[src/rtl/ov7670_stream_gen.sv]
// Synthetic OV7670 RGB444 byte-stream source.
// Produces vsync/href/d frame timing and test patterns, clocked by pclk.
module ov7670_stream_gen #(
    parameter int H_ACTIVE = 640,
    parameter int H_BLANK  = 144,
    parameter int V_SYNC   = 3,
    parameter int V_BACK   = 17,
    parameter int V_ACTIVE = 480,
    parameter int V_FRONT  = 10
) (
    input  logic        pclk,
    input  logic        rst,
    input  logic        enable,
    input  logic [1:0]  pattern,
    input  logic [11:0] const_rgb,
    output logic        vsync,
    output logic        href,
    output logic [7:0]  d,
    output logic        busy,
    output logic        frame_done,
    output logic [7:0]  frame_cnt
);

    localparam int LINE_BYTES = 2 * (H_ACTIVE + H_BLANK);
    localparam int MAX_A      = (V_SYNC > V_BACK) ? V_SYNC : V_BACK;
    localparam int MAX_B      = (V_ACTIVE > V_FRONT) ? V_ACTIVE : V_FRONT;
    localparam int MAX_LINES  = (MAX_A > MAX_B) ? MAX_A : MAX_B;
    localparam int BW         = $clog2(LINE_BYTES - 1) + 1;
    localparam int LW         = $clog2(MAX_LINES - 1) + 1;
    localparam int BAR_BYTES  = 2 * (H_ACTIVE / 8);

    typedef enum logic [2:0] {
        S_IDLE,
        S_VSYNC,
        S_VBACK,
        S_ACTIVE,
        S_VFRONT
    } state_t;

    state_t          state;
    state_t          nxt_state;
    logic [BW-1:0]   byte_cnt;
    logic [BW-1:0]   nxt_byte;
    logic [LW-1:0]   line_cnt;
    logic [LW-1:0]   nxt_line;
    logic [1:0]      pat_q;
    logic [11:0]     rgb_q;
    logic            byte_last;
    logic            line_last;
    logic            load;
    logic            nxt_href;
    logic            nxt_done;
    logic [7:0]      nxt_d;
    logic [7:0]      px;
    logic [3:0]      py;
    logic [2:0]      bar;
    logic [11:0]     rgb;

    always_comb begin
        nxt_state = state;
        nxt_byte  = byte_cnt;
        nxt_line  = line_cnt;
        byte_last = (byte_cnt == BW'(LINE_BYTES - 1));
        line_last = 1'b0;
        case (state)
            S_VSYNC:  line_last = (line_cnt == LW'(V_SYNC - 1));
            S_VBACK:  line_last = (line_cnt == LW'(V_BACK - 1));
            S_ACTIVE: line_last = (line_cnt == LW'(V_ACTIVE - 1));
            S_VFRONT: line_last = (line_cnt == LW'(V_FRONT - 1));
            default:  line_last = 1'b0;
        endcase
        if (state == S_IDLE) begin
            if (enable) begin
                nxt_state = S_VSYNC;
                nxt_byte  = '0;
                nxt_line  = '0;
            end
        end else if (!byte_last) begin
            nxt_byte = byte_cnt + 1'b1;
        end else begin
            nxt_byte = '0;
            if (!line_last) begin
                nxt_line = line_cnt + 1'b1;
            end else begin
                nxt_line = '0;
                case (state)
                    S_VSYNC:  nxt_state = S_VBACK;
                    S_VBACK:  nxt_state = S_ACTIVE;
                    S_ACTIVE: nxt_state = S_VFRONT;
                    default:  nxt_state = enable ? S_VSYNC : S_IDLE;
                endcase
            end
        end
    end

    // Pixel generation works on the upcoming position so outputs can be registered.
    always_comb begin
        load     = (nxt_state == S_VSYNC) && (state != S_VSYNC);
        px       = 8'(nxt_byte >> 1);
        py       = 4'(nxt_line);
        nxt_href = (nxt_state == S_ACTIVE) && (32'(nxt_byte) < 2 * H_ACTIVE);
        nxt_done = (nxt_state == S_VFRONT)
                && (nxt_line == LW'(V_FRONT - 1))
                && (nxt_byte == BW'(LINE_BYTES - 1));
        bar = 3'd0;
        for (int k = 1; k < 8; k++) begin
            if (32'(nxt_byte) >= k * BAR_BYTES) bar = 3'(k);
        end
        rgb = 12'h000;
        case (pat_q)
            2'd0: begin
                case (bar)
                    3'd0:    rgb = 12'hFFF;
                    3'd1:    rgb = 12'hFF0;
                    3'd2:    rgb = 12'h0FF;
                    3'd3:    rgb = 12'h0F0;
                    3'd4:    rgb = 12'hF0F;
                    3'd5:    rgb = 12'hF00;
                    3'd6:    rgb = 12'h00F;
                    default: rgb = 12'h000;
                endcase
            end
            2'd1:    rgb = {px[3:0], py, px[7:4]};
            2'd2:    rgb = (px[3] ^ py[3]) ? 12'hFFF : 12'h000;
            default: rgb = rgb_q;
        endcase
        nxt_d = 8'h00;
        if (nxt_href) nxt_d = nxt_byte[0] ? rgb[7:0] : {4'h0, rgb[11:8]};
    end

    always_ff @(posedge pclk or posedge rst) begin
        if (rst) begin
            state      <= S_IDLE;
            byte_cnt   <= '0;
            line_cnt   <= '0;
            pat_q      <= 2'd0;
            rgb_q      <= 12'h000;
            vsync      <= 1'b0;
            href       <= 1'b0;
            d          <= 8'h00;
            busy       <= 1'b0;
            frame_done <= 1'b0;
            frame_cnt  <= 8'h00;
        end else begin
            state      <= nxt_state;
            byte_cnt   <= nxt_byte;
            line_cnt   <= nxt_line;
            vsync      <= (nxt_state == S_VSYNC);
            href       <= nxt_href;
            d          <= nxt_d;
            busy       <= (nxt_state != S_IDLE);
            frame_done <= nxt_done;
            if (nxt_done) frame_cnt <= frame_cnt + 8'd1;
            if (load) begin
                pat_q <= pattern;
                rgb_q <= const_rgb;
            end
        end
    end

endmodule

[config.mk]
export PLATFORM = sky130hd
export DESIGN_NAME = ov7670_stream_gen
export DESIGN_NICKNAME = d
export VERILOG_FILES = /design/src/rtl/ov7670_stream_gen.sv
export SDC_FILE = /design/constraint.sdc
export NUM_CORES = 1
export LEC_CHECK = 0
export ABC_AREA = 1
export CORE_UTILIZATION = 47
export CTS_BUF_LIST = sky130_fd_sc_hd__clkbuf_4
export CTS_CLUSTER_DIAMETER = 60
export CTS_CLUSTER_SIZE = 30
export DETAILED_ROUTE_END_ITERATION = 8
export GPL_TIMING_DRIVEN = 0
export MAX_ROUTING_LAYER = met4
export PLACE_DENSITY = 0.68
export SYNTH_ARGS = -nofsm -noshare
export SYNTH_HDL_FRONTEND = slang
export SYNTH_SLANG_ARGS = --single-unit
[constraint.sdc]
create_clock -name pclk -period 2.15 [get_ports pclk]
set_input_delay 0.3225 -clock pclk [delete_from_list [all_inputs] [get_ports pclk]]
set_output_delay 0.3225 -clock pclk [all_outputs]
set_load 0.03 [all_outputs]
==> flow_summary.ini <==
[clock_tree]
clkLatencyLatePin_ps = 410
numCtsBuffers = 9
cts_htree_levels = 3
cts_buffer_depth = 2
cts_tree = built
cts_hold_buffers = 0
cts-root-buf = clkbuf_4
cts.sinks = 59
cts.clk_slew.worst_paths_ps = 100

[worst_setup_path]
crit_path_max_incr_delay_ps = 380
cp_max_fo = 7
r2r_end = d[6]$_DFF_PP0_
critPathRequiredTime_ps = 2480
crit_start = byte_cnt[1]$_DFF_PP0_
reg2reg_depth = 16
worstSetupEndpointType = register
ff2ff_setup_slack_ps = -290
cp-start-kind = register
cpMaxStageDelayCell = dfrtp_1
crit_end = d[6]$_DFF_PP0_
critPathArrivalTime_ps = 2780
r2r-start = byte_cnt[1]$_DFF_PP0_
path_cells = ha_2, nand2_4, nor2_4, buf_4, buf_6, nand4_1, nand2_2, o22ai_4, nor2_4, inv_2, nand2_2, nand2_4, nor3_4, buf_6, o21ai_1, a21oi_1
critical_path_class = reg2reg

[synth]
ys_types = 38
seq_area_frac_synth = 0.378
yosysTopAreaCellShare = 0.378
synth_top_family_by_area = simple AND/OR/NAND/NOR gates
yosysWarnings = 0
yosysTopAreaCell = dfrtp_1
synth-simple-area-share = 0.440
synth-edff-count = 0
syn_nets = 604
synthMuxAreaShare = 0
syn_area_mm2 = 0.00391
ys.flop_type = dfrtp_1
synthCells = 584
ys_seq_elements = 59
yosys.area_share.adder = 0.00960
synth_xor_xnor_area_share = 0.0179
synth.area.top_cells = dfrtp_1, nand2_1, nor2_1
synth_compound_area_frac = 0.0778
syn_avg_cell_area_um2 = 6.69
async_flop_share = 1.00

[layout]
n_antenna_cell = 0
fin_util = 0.679
layout.nets = 690
area_delta_synth_final_pct = 37.0
num-fill-cells = 672
drive_above_1_share = 0.292

[global_route]
grt_max_degree = 43
grt_pass1_wl_mm = 17.8
grt_usage = 0.268
grt-ovfl-total = 0
antenna_found_initial = 0
grt_pass1_vias = 3833

[timing]
worst-slew-pin-transition_ps = 551
finalClockSkew_ps = 12.1
setup_slack_ps = -294
holdWs_ps = 211
drv_slew = 0
fin_crit_sh = 1.14
fin_crit_ps = 2440
rsz0062_at_grt = true
relSlewSlack = 0.633
final_hold_viol_count = 0
setup_violations = 31
max_freq_ghz = 0.409

[status]
status = complete, but fails checks
violations = setup timing

[placed_design]
portBuffers = 36
dp_hpwl_mm = 7.78
routabilityCongestion = 0.904

[floorplan]
start_util = 0.496
die_w_um = 93.2
die_h_um = 93.2
core-area_mm2 = 0.00789
rows = 32
ioPinCount = 37
dieArea_mm2 = 0.00869

[route]
viasPerCell = 5.27
postRouteWirelength_mm = 10.9
drc = 0
dr_total_vias = 4093
dr.pass1.iters = 5
routedWlPerCell_um = 14.1
drt_iter0_markers = 232
ant_nets = 0

[power]
power_density_mw_per_mm2 = 798
power.leakage_nw = 2.58
vdd_ir_drop_max_mv = 0.848

[flow_run]
cap_violations = 0

[worst_hold_path]
hold_path.class = in2async
[cell usage in the layout (no fill, tap or decap), drive strengths merged]
master         instances
xor2                   6
ha                     3
or2                    5
clkinvlp               1
clkbuf                13
bufinv                 1
nor3                  15
inv                   67
o21ai                 26
o21a                   1
and3                   1
buf                   43
dfrtp                 59
clkdlybuf4s50         36
o22ai                  3
nor2                  90
nand2                189
a21oi                 23
xnor2                  2
a31oi                  1
clkinv                 6
o31ai                  1
nand3                 59
nand4                 24
[worst min-delay path by stage]
stage	startpoint	end	slack, ps	cells after the start
5_1_grt	rst	byte_cnt[6]$_DFF_PP0_	270	2
2_1_floorplan	rgb_q[0]$_DFFE_PP0P_	rgb_q[0]$_DFFE_PP0P_	430	2
4_1_cts	rst	frame_cnt[6]$_DFFE_PP0P_	220	2
3_5_place_dp	rgb_q[1]$_DFFE_PP0P_	rgb_q[1]$_DFFE_PP0P_	460	2
3_3_place_gp	rgb_q[0]$_DFFE_PP0P_	rgb_q[0]$_DFFE_PP0P_	450	2
6_report	rst	frame_cnt[6]$_DFFE_PP0P_	210	2
[worst max-delay path, delay by kind of cell (launching register included)]
| kind | cells | cell delay [ps] |
|---|---|---|
| simple gates | 8 | 1030 |
| fa+ha+maj | 1 | 210 |
| flops | 1 | 380 |
| buf+inv | 4 | 470 |
| compound gates | 3 | 270 |
[report_power, final]
part | switching, mW | leakage, nW | total [mW] | internal, mW
Clock | 0.415 | 0.0736 | 0.773 | 0.358
Combinational | 1.30 | 1.74 | 2.04 | 0.747
Sequential | 0.145 | 0.767 | 1.46 | 1.31
[Yosys cell counts (3+ instances only)]
cell	number
nand2_1	186
nor2_1	81
inv_1	62
dfrtp_1	59
nand3_1	57
a21oi_1	22
nand4_1	22
o21ai_0	14
nor3_1	12
o21ai_1	10
xor2_1	6
nor2_2	5
inv_2	4
nor2_4	4
or2_2	4
clkbuf_1	3
ha_1	3
o22ai_1	3
[per-stage QoR]
step                      instance area, µm²  setup slack [ps]  total power [mW]  cells  TNS [ps]
final                                   5350              -294              4.27    777     -7190
after global routing                    5350              -481              4.56    777    -12970
after detailed placement                4470              -673              3.03    723    -15670
after floorplan                         3960             -39.2              2.64    584      -436
after CTS                               5030              -327              4.07    764     -6750
after global placement                  4450              -889              3.00    722    -55690
[state kept, by name (all words and copies together) (netlist names), 2 cells and up]
signal     cells
rgb_q         12
line_cnt      10
d              8
state          3
byte_cnt      12
frame_cnt      8
pat_q          2
[final cells by class]
type,instances,area (µm²),area share
Multi-Input combinational cell,449,2580,0.483
Sequential cell,59,1480,0.277
Timing Repair Buffer,74,692,0.129
Inverter,68,270,0.0505
Tap cell,102,128,0.0238
Clock buffer,10,75.1,0.0140
Buffer,8,60.1,0.0112
Clock inverter,6,56.3,0.0105
Timing Repair inverter,1,5.00,0.000935
[kinds of logic after synthesis]
group / count (synthesis)
fa+ha+maj: 3
compound gates: 55
flops: 59
buf+inv: 76
xor+xnor: 8
simple gates: 383
[layer usage]
layer	track usage	wire, µm	up-vias
met5	-	0	-
met4	0.0679	114	0
met3	0.0325	464	10
met2	0.434	5390	106
met1	0.359	4970	1906
li1	-	-	2071
[timing repair]
item / CTS / global route
setup endpoints to repair: 35 / 34
gates cloned: 0 / 2
setup buffers: 25 / 11
endpoints found under the hold margin: 0 / 0
resized for setup: 65 / 78
pin swaps: 34 / 32
Power figures use the tool's default switching activity.
